==> src/rtl/common.sv <==
// Shared type and constant package for the commit path.
// Provides thread/address/data typedefs, the TLB-write selector enum, the
// store-queue entry layout and default parameter values.
package common;
  localparam int          N_THREADS_DEFAULT  = 8;
  localparam int          STQ_DEPTH_DEFAULT  = 4;
  localparam logic [31:0] PC_RESET_DEFAULT   = 32'h1000;
  localparam logic [31:0] EXC_VECTOR_DEFAULT = 32'h2000;

  typedef logic [$clog2(N_THREADS_DEFAULT)-1:0] threadid_t;
  typedef logic [31:0] word_t;
  typedef logic [31:0] vptr_t;
  typedef logic [31:0] pptr_t;
  typedef logic [4:0]  regid_t;
  typedef logic [19:0] vpn_t;
  typedef logic [7:0]  ppn_t;

  typedef enum logic [1:0] {
    TLBW_NONE = 2'd0,
    TLBW_ITLB = 2'd1,
    TLBW_DTLB = 2'd2
  } tlbwrite_t;

  // One pending store towards the d-cache.
  typedef struct packed {
    vpn_t  addr;
    word_t data;
    logic  isbyte;
  } st_entry_t;
endpackage

==> src/rtl/store_queue.sv <==
// Parametrised FIFO holding committed stores until the d-cache accepts them.
// Ports:
//   clk, rst            clock, synchronous active-high reset (drops contents)
//   enq_en, enq_data    push request; ignored while full
//   deq_ready           consumer accepts head this cycle (effective when count != 0)
//   deq_data            head entry, zero when empty
//   full, count         occupancy, both derived from the registered count
module store_queue #(
  parameter int DEPTH = 4,
  parameter int W     = 53
) (
  input  logic                     clk,
  input  logic                     rst,
  input  logic                     enq_en,
  input  logic [W-1:0]             enq_data,
  input  logic                     deq_ready,
  output logic [W-1:0]             deq_data,
  output logic                     full,
  output logic [$clog2(DEPTH):0]   count
);
  localparam int AW = $clog2(DEPTH);

  logic [W-1:0]  mem [DEPTH];
  logic [AW-1:0] wr_ptr, rd_ptr;
  logic [AW:0]   cnt;
  logic          do_enq, do_deq;

  // Full uses the registered count, so a same-cycle dequeue never frees a slot.
  assign full     = (cnt == (AW+1)'(DEPTH));
  assign count    = cnt;
  assign do_enq   = enq_en & ~full;
  assign do_deq   = (cnt != '0) & deq_ready;
  assign deq_data = (cnt != '0) ? mem[rd_ptr] : '0;

  always_ff @(posedge clk) begin
    if (rst) begin
      wr_ptr <= '0;
      rd_ptr <= '0;
      cnt    <= '0;
    end else begin
      if (do_enq) begin
        mem[wr_ptr] <= enq_data;
        wr_ptr      <= wr_ptr + 1'b1;
      end
      if (do_deq) rd_ptr <= rd_ptr + 1'b1;
      case ({do_enq, do_deq})
        2'b10:   cnt <= cnt + 1'b1;
        2'b01:   cnt <= cnt - 1'b1;
        default: cnt <= cnt;
      endcase
    end
  end
endmodule

==> src/rtl/commit_unit.sv <==
// In-order commit stage for the fine-grained multithreaded core.
// Consumes one TLWB packet per cycle; the packet acts only when its PC matches
// the thread's expected PC. Drives per-thread fetch PC and mode, register-file
// writes, TLB writes, precise TLB-miss exception entry, a ready/valid store
// queue towards the d-cache, and per-thread retired-instruction counters.
// Ports:
//   clk, rst                 clock, synchronous active-high reset
//   wb_*                     incoming TLWB packet
//   pc, mode                 per-thread fetch PC and supervisor bit
//   rf_wen/thread/addr/data  register-file write pulse
//   st_valid/ready/addr/data/isbyte  store-queue head handshake
//   itlb_wen, dtlb_wen, tlb_vpn, tlb_ppn  TLB write pulse
//   exc_en, exc_thread       exception-entry pulse
//   retired                  per-thread retired-instruction count
module commit_unit import common::*; #(
  parameter int          N_THREADS  = N_THREADS_DEFAULT,
  parameter int          STQ_DEPTH  = STQ_DEPTH_DEFAULT,
  parameter logic [31:0] PC_RESET   = PC_RESET_DEFAULT,
  parameter logic [31:0] EXC_VECTOR = EXC_VECTOR_DEFAULT,
  localparam int         TW         = $clog2(N_THREADS)
) (
  input  logic                        clk,
  input  logic                        rst,
  input  logic [TW-1:0]               wb_thread,
  input  logic                        wb_isvalid,
  input  logic                        wb_itlb_miss,
  input  logic                        wb_dtlb_miss,
  input  logic [31:0]                 wb_pc,
  input  logic [4:0]                  wb_dst,
  input  logic [31:0]                 wb_data,
  input  logic [31:0]                 wb_mul,
  input  logic [31:0]                 wb_r2,
  input  logic                        wb_isequal,
  input  logic                        wb_flag_reg,
  input  logic                        wb_flag_mul,
  input  logic                        wb_flag_jump,
  input  logic                        wb_flag_branch,
  input  logic                        wb_flag_iret,
  input  logic                        wb_flag_store,
  input  logic                        wb_flag_isbyte,
  input  tlbwrite_t                   wb_flag_tlbwrite,
  output logic [N_THREADS-1:0][31:0]  pc,
  output logic [N_THREADS-1:0]        mode,
  output logic                        rf_wen,
  output logic [TW-1:0]               rf_thread,
  output logic [4:0]                  rf_addr,
  output logic [31:0]                 rf_data,
  output logic                        st_valid,
  input  logic                        st_ready,
  output logic [19:0]                 st_addr,
  output logic [31:0]                 st_data,
  output logic                        st_isbyte,
  output logic                        itlb_wen,
  output logic                        dtlb_wen,
  output logic [19:0]                 tlb_vpn,
  output logic [7:0]                  tlb_ppn,
  output logic                        exc_en,
  output logic [TW-1:0]               exc_thread,
  output logic [N_THREADS-1:0][31:0]  retired
);
  localparam int SW = $bits(st_entry_t);

  word_t pc_q      [N_THREADS];
  word_t exp_pc_q  [N_THREADS];
  word_t rm0_q     [N_THREADS];
  word_t rm1_q     [N_THREADS];
  word_t retired_q [N_THREADS];
  logic [N_THREADS-1:0] mode_q;

  logic        in_order, exc, replay, commit, jump_taken;
  logic        stq_full;
  logic [$clog2(STQ_DEPTH):0] stq_count;
  st_entry_t   stq_in, stq_head;
  word_t       next_pc;

  // Packet classification; first matching case wins.
  assign in_order   = (wb_pc == exp_pc_q[wb_thread]);
  assign exc        = in_order & (wb_itlb_miss | wb_dtlb_miss);
  assign replay     = in_order & ~exc & (~wb_isvalid | (wb_flag_store & stq_full));
  assign commit     = in_order & ~exc & ~replay;
  assign jump_taken = wb_flag_jump & (~wb_flag_branch | wb_isequal);

  // iret outranks a jump carried in the same packet.
  always_comb begin
    next_pc = wb_pc + 32'd4;
    if (wb_flag_iret)    next_pc = rm0_q[wb_thread];
    else if (jump_taken) next_pc = wb_data;
  end

  assign stq_in = '{addr: wb_data[19:0], data: wb_r2, isbyte: wb_flag_isbyte};

  store_queue #(.DEPTH(STQ_DEPTH), .W(SW)) u_stq (
    .clk       (clk),
    .rst       (rst),
    .enq_en    (commit & wb_flag_store),
    .enq_data  (stq_in),
    .deq_ready (st_ready),
    .deq_data  (stq_head),
    .full      (stq_full),
    .count     (stq_count)
  );

  assign st_valid  = (stq_count != '0);
  assign st_addr   = stq_head.addr;
  assign st_data   = stq_head.data;
  assign st_isbyte = stq_head.isbyte;

  always_ff @(posedge clk) begin
    if (rst) begin
      for (int t = 0; t < N_THREADS; t++) begin
        pc_q[t]      <= PC_RESET;
        exp_pc_q[t]  <= PC_RESET;
        rm0_q[t]     <= '0;
        rm1_q[t]     <= '0;
        retired_q[t] <= '0;
      end
      mode_q     <= '1;
      rf_wen     <= 1'b0;
      rf_thread  <= '0;
      rf_addr    <= '0;
      rf_data    <= '0;
      itlb_wen   <= 1'b0;
      dtlb_wen   <= 1'b0;
      tlb_vpn    <= '0;
      tlb_ppn    <= '0;
      exc_en     <= 1'b0;
      exc_thread <= '0;
    end else begin
      rf_wen   <= commit & wb_flag_reg;
      itlb_wen <= commit & (wb_flag_tlbwrite == TLBW_ITLB);
      dtlb_wen <= commit & (wb_flag_tlbwrite == TLBW_DTLB);
      exc_en   <= exc;

      if (commit & wb_flag_reg) begin
        rf_thread <= wb_thread;
        rf_addr   <= wb_dst;
        rf_data   <= wb_flag_mul ? wb_mul : wb_data;
      end
      if (commit & (wb_flag_tlbwrite != TLBW_NONE)) begin
        tlb_vpn <= wb_data[19:0];
        tlb_ppn <= wb_r2[7:0];
      end

      if (exc) begin
        exc_thread           <= wb_thread;
        rm0_q[wb_thread]     <= wb_pc;
        rm1_q[wb_thread]     <= wb_dtlb_miss ? wb_data : wb_pc;
        mode_q[wb_thread]    <= 1'b1;
        pc_q[wb_thread]      <= EXC_VECTOR;
        exp_pc_q[wb_thread]  <= EXC_VECTOR;
      end else if (replay) begin
        pc_q[wb_thread]      <= exp_pc_q[wb_thread];
      end else if (commit) begin
        pc_q[wb_thread]      <= next_pc;
        exp_pc_q[wb_thread]  <= next_pc;
        retired_q[wb_thread] <= retired_q[wb_thread] + 32'd1;
        if (wb_flag_iret) mode_q[wb_thread] <= 1'b0;
      end
    end
  end

  always_comb begin
    for (int t = 0; t < N_THREADS; t++) begin
      pc[t]      = pc_q[t];
      retired[t] = retired_q[t];
    end
  end
  assign mode = mode_q;
endmodule
==> config.mk <==
export PLATFORM = sky130hd
export DESIGN_NAME = commit_unit
export DESIGN_NICKNAME = d
export VERILOG_FILES = /design/src/rtl/common.sv /design/src/rtl/store_queue.sv /design/src/rtl/commit_unit.sv
export SDC_FILE = /design/constraint.sdc
export NUM_CORES = 2
export LEC_CHECK = 0
export BUFFER_PORTS_ARGS = -buffer_cell sky130_fd_sc_hd__buf_2
export CORE_MARGIN = 2
export CORE_UTILIZATION = 55
export DETAILED_ROUTE_END_ITERATION = 12
export PLACE_DENSITY_LB_ADDON = 0.3
export SETUP_SLACK_MARGIN = 0.2
export SYNTH_ARGS = -nofsm -noshare
export SYNTH_HDL_FRONTEND = slang
export SYNTH_SLANG_ARGS = --single-unit
==> constraint.sdc <==
create_clock -name clk -period 10.95 [get_ports clk]
set_clock_uncertainty 0.2 [all_clocks]
set_input_delay 1.095 -clock clk [delete_from_list [all_inputs] [get_ports clk]]
set_output_delay 1.095 -clock clk [all_outputs]
set_load 0.01 [all_outputs]
==> impl_metrics.prom <==
# TYPE chip_impl_metric gauge
chip_impl_info{name="run_status",value="complete, no violations"} 1
chip_impl_metric{name="nets",unit=""} 5105
chip_impl_metric{name="synth_seq_area_share",unit=""} 0.682
chip_impl_info{name="crit_chain",value="buf_8, buf_4, nor3b_2, buf_4, o2bb2ai_1, a211oi_1, xnor2_1, nor4_1, and3_4, buf_4, nand3_1, nor4b_2, buf_4"} 1
chip_impl_metric{name="switching_part_of_the_total",unit=""} 0.238
chip_impl_metric{name="period_share",unit=""} 0.638
chip_impl_metric{name="total_leakage_power",unit="nW"} 23.6
chip_impl_metric{name="worst_r2r_path_depth",unit=""} 10
chip_impl_metric{name="maximum_number_of_pins_on_one_net_before_global_route_repair",unit=""} 101
chip_impl_metric{name="p_seq_frac",unit=""} 0.514
chip_impl_metric{name="htree_levels",unit=""} 4
chip_impl_metric{name="syn-mean-instance-area",unit="um2"} 13.4
chip_impl_metric{name="layout.core_utilization",unit=""} 0.647
chip_impl_metric{name="grt_first_pass_wirelength",unit="um"} 300000
chip_impl_metric{name="drt-pass1-iter-count",unit=""} 7
chip_impl_metric{name="placeableCoreArea",unit="um2"} 103000
chip_impl_metric{name="cts.sinks",unit=""} 1328
chip_impl_metric{name="post_synth_instance_area",unit="um2"} 57100
chip_impl_metric{name="final_hold_viols",unit=""} 0
chip_impl_metric{name="boundaryPins",unit=""} 801
chip_impl_metric{name="ant_nets",unit=""} 0
chip_impl_metric{name="setup_slack_placement",unit="ns"} 3.49
chip_impl_metric{name="worst-slew-pin-transition",unit="ns"} 1.35
chip_impl_metric{name="final_max_slew_viol_count",unit=""} 0
chip_impl_info{name="cts_tree",value="built"} 1
chip_impl_metric{name="post-dp-hpwl",unit="um"} 140000
chip_impl_metric{name="synth_simple_gate_area_share",unit=""} 0.115
chip_impl_info{name="hold_class",value="register to register"} 1
chip_impl_metric{name="number_of_nets_produced_by_synthesis",unit=""} 4419
chip_impl_metric{name="cts.hold.buffers_added",unit=""} 0
chip_impl_metric{name="synth_edf_count",unit=""} 1236
chip_impl_metric{name="setup_viol_count_final",unit=""} 0
chip_impl_metric{name="clock.fmax",unit="GHz"} 0.143
chip_impl_metric{name="comb_power_share",unit=""} 0.074
chip_impl_metric{name="finalWorstPathRequiredPeriod",unit="ns"} 6.99
chip_impl_info{name="path_type_of_the_worst_setup_path",value="primary input to register"} 1
chip_impl_metric{name="die_width",unit="um"} 326
chip_impl_metric{name="synth_warnings",unit=""} 0
chip_impl_info{name="synth_top_family_by_area",value="simple AND/OR/NAND/NOR gates"} 1
chip_impl_metric{name="gr-usage-met2",unit=""} 0.595
chip_impl_metric{name="worst_skew_pair.late_latency",unit="ns"} 0.78
chip_impl_metric{name="synth_seq_cells",unit=""} 1328
chip_impl_info{name="grt_busiest_layer",value="met2"} 1
chip_impl_metric{name="power.density_cell_area",unit="nW/um2"} 168
chip_impl_metric{name="cts.reportedPaths.clkPinSlew",unit="ns"} 0.06
chip_impl_metric{name="cp_num_cells",unit=""} 13
chip_impl_metric{name="max-clock-path-buffers",unit=""} 3
chip_impl_metric{name="worst-path-buf-inv",unit=""} 5
chip_impl_metric{name="cp_data_arrival_time",unit="ns"} 7.16
chip_impl_metric{name="grtUsageMet3",unit=""} 0.161
chip_impl_info{name="start_kind",value="primary input"} 1
chip_impl_metric{name="cap_viol_max_count",unit=""} 0
chip_impl_metric{name="synth_mux_area_frac",unit=""} 0.0814
chip_impl_metric{name="grt_pass1_vias",unit=""} 41600
chip_impl_metric{name="antenna_found_initial",unit=""} 31
chip_impl_metric{name="netlist.area_leader.share",unit=""} 0.649
chip_impl_metric{name="place.gp.congestion",unit=""} 0.979
chip_impl_metric{name="post-route-drc-count",unit=""} 0
chip_impl_metric{name="totalNegativeSetupSlack",unit="ns"} 0
chip_impl_metric{name="use_met1",unit=""} 0.480
chip_impl_info{name="layout.cells.most_common_list",value="edfxtp_1, nor2_1, buf_2, a21oi_1, nand2_1"} 1
chip_impl_metric{name="crit_path_max_incr_delay",unit="ns"} 0.72
chip_impl_metric{name="route.vias.total",unit=""} 43700
chip_impl_metric{name="cts-buffers-inserted",unit=""} 137
chip_impl_metric{name="areaGrowthSynthToFinish",unit="%"} 17.1
chip_impl_metric{name="hold_ws",unit="ns"} 0.261
chip_impl_metric{name="floorplan.die.height",unit="um"} 326
chip_impl_metric{name="pwr-share-clk",unit=""} 0.413
chip_impl_metric{name="starting_utilization_of_the_core_area",unit=""} 0.553
chip_impl_metric{name="port-buffer-count",unit=""} 800
chip_impl_metric{name="layout.filler_cells",unit=""} 7632
chip_impl_info{name="crit_path_most_repeated_cell",value="buf_4"} 1
chip_impl_metric{name="route.detailed.vias_per_inst",unit=""} 6.78
chip_impl_metric{name="synth_xor_xnor_area_share",unit=""} 0.0140
chip_impl_info{name="final_common_cell",value="edfxtp_1"} 1
chip_impl_info{name="critical_path.endpoint_type",value="register"} 1
chip_impl_info{name="clock-root-buffer",value="clkbuf_16"} 1
chip_impl_info{name="synth_area_leaders",value="edfxtp_1, nor2_1, mux4_2"} 1
chip_impl_info{name="rsz0062_at_grt",value="no"} 1
chip_impl_metric{name="wire_per_inst",unit="um"} 33.5
chip_impl_metric{name="drt-initial-drc-count",unit=""} 6708
chip_impl_metric{name="critPathMaxFanout",unit=""} 56
chip_impl_info{name="dominantRegCellSynth",value="edfxtp_1"} 1
chip_impl_metric{name="synthArstFlopShare",unit=""} 0
chip_impl_metric{name="core.rowCount",unit=""} 118
chip_impl_metric{name="placedCellCount",unit=""} 6186
chip_impl_metric{name="worst_hold_path.num_cells",unit=""} 2
chip_impl_metric{name="die_area",unit="um2"} 106000
chip_impl_metric{name="ir_drop",unit="V"} 0.000132
chip_impl_metric{name="worst_ep_required_time",unit="ns"} 11.12
chip_impl_metric{name="grt_overflow_total",unit=""} 0
chip_impl_metric{name="fraction_of_layout_instances_using_a_drive_strength_above_1",unit=""} 0.274
chip_impl_metric{name="cell_internal_pwr",unit="mW"} 8.54
chip_impl_metric{name="synth_adder_area_share",unit=""} 0.00188
chip_impl_info{name="cell_type_with_the_largest_total_area_after_synthesis",value="edfxtp_1"} 1
chip_impl_info{name="cpLargestDelayFamily",value="buffers and inverters"} 1
chip_impl_metric{name="wirelength",unit="um"} 216000
chip_impl_metric{name="synth_compound_area_frac",unit=""} 0.0766
chip_impl_metric{name="maxSlewHeadroom",unit=""} 0.0942
chip_impl_metric{name="grt.total_usage",unit=""} 0.395
chip_impl_metric{name="post_cts_resized",unit=""} 0
chip_impl_info{name="cell_type_of_the_slowest_stage_on_the_worst_timing_path",value="and3_4"} 1
chip_impl_metric{name="cells_after_synthesis",unit=""} 4259
chip_impl_metric{name="postLayoutSetupSlackWorst",unit="ns"} 3.96
chip_impl_metric{name="synth_cell_types",unit=""} 76
chip_impl_metric{name="number_of_buffers_inserted_by_post_cts_setup_repair",unit=""} 0
chip_impl_metric{name="stdcell_count",unit=""} 6445
chip_impl_metric{name="p_switching",unit="mW"} 2.67
==> registers in the layout (all words and copies together) (netlist names), 2 cells and up, named ones only <==
name,flops
exp_pc_q,256
pc_q,256
retired_q,256
rm0_q,256
u_stq.mem,212
rf_data,32
tlb_vpn,20
tlb_ppn,8
rf_addr,5
exc_thread,3
rf_thread,3
u_stq.count,3
u_stq.rd_ptr,2
u_stq.wr_ptr,2
==> final cells by class <==
cell class	instances	area (um2)	share of cell area
antenna	14	35.0	0.000524
clock buffer	165	3620	0.0541
clock inverter	80	764	0.0114
inverter	20	75.1	0.00112
multi-input combinational	2533	16800	0.250
sequential	1328	39000	0.582
tap	1380	1730	0.0258
timing repair buffer	925	4980	0.0745
==> final timing paths <==
check                  from          endpoint  slack (ns)
min reg2reg    rf_thread[1]      rf_thread[1]        0.26
max reg2reg  exp_pc_q[7][5]  u_stq.mem[3][26]        5.24
max            wb_thread[1]  u_stq.mem[3][26]        3.96
min            rf_thread[1]      rf_thread[1]        0.26
==> power by group through the flow <==
stage	Sequential, mW	Combinational [mW]	Clock [mW]
after floorplan	5.89	0.370	0
after global placement	5.86	0.786	0
after detailed placement	5.86	0.794	0
after CTS	5.76	0.797	4.62
after global routing	5.77	0.844	4.80
final	5.76	0.827	4.63
==> worst min-delay path, stage by stage, from the launching register on <==
cell and delay [ns]:
dfxtp_1 0.31, nand2_1 0.05, mux2i_1 0.06
==> logic make-up (layout without fill, tap and decap cells) <==
kind of cell / Yosys count / in the layout
AO/OA/AOI/OAI: 696 / 696
XOR/XNOR: 87 / 87
flip-flops: 1328 / 1328
AND/OR/NAND/NOR: 1433 / 1433
adder cells (fa/ha/maj): 8 / 8
buffers and inverters: 398 / 1190
other: 0 / 14
multiplexers: 309 / 309
==> metal layers <==
layer	share of wire	wire [um]
met1	0.32	69200
met2	0.44	95900
met3	0.16	34800
met4	0.073	15800
met5	0.00072	155
==> metrics by stage <==
step,power [mW],area (um2)
after CTS,11.2,66900
after floorplan,6.26,57100
after global placement,6.64,62500
after detailed placement,6.66,62500
final,11.2,66900
after global routing,11.4,66900
==> cell usage after synthesis (all sizes together), types with 11 or more instances <==
library cell and number:
edfxtp 1236, nor2 834, a21oi 370, clkbuf 226, nand2 174, buf 152
nand4 147, mux4 116, mux2i 105, dfxtp 92, mux2 88, o31ai 67
and2 64, a221oi 48, xnor2 47, a22oi 45, o21ai 41, nand3 40
xor2 40, nand2b 28, nor3 26, a221o 24, inv 19, o22ai 16
a22o 15, and3 15, nand4b 14, nor4 13, nor3b 12, o2111ai 12
a211oi 11, nand3b 11
No activity file was read; power rests on OpenSTA's default activity.
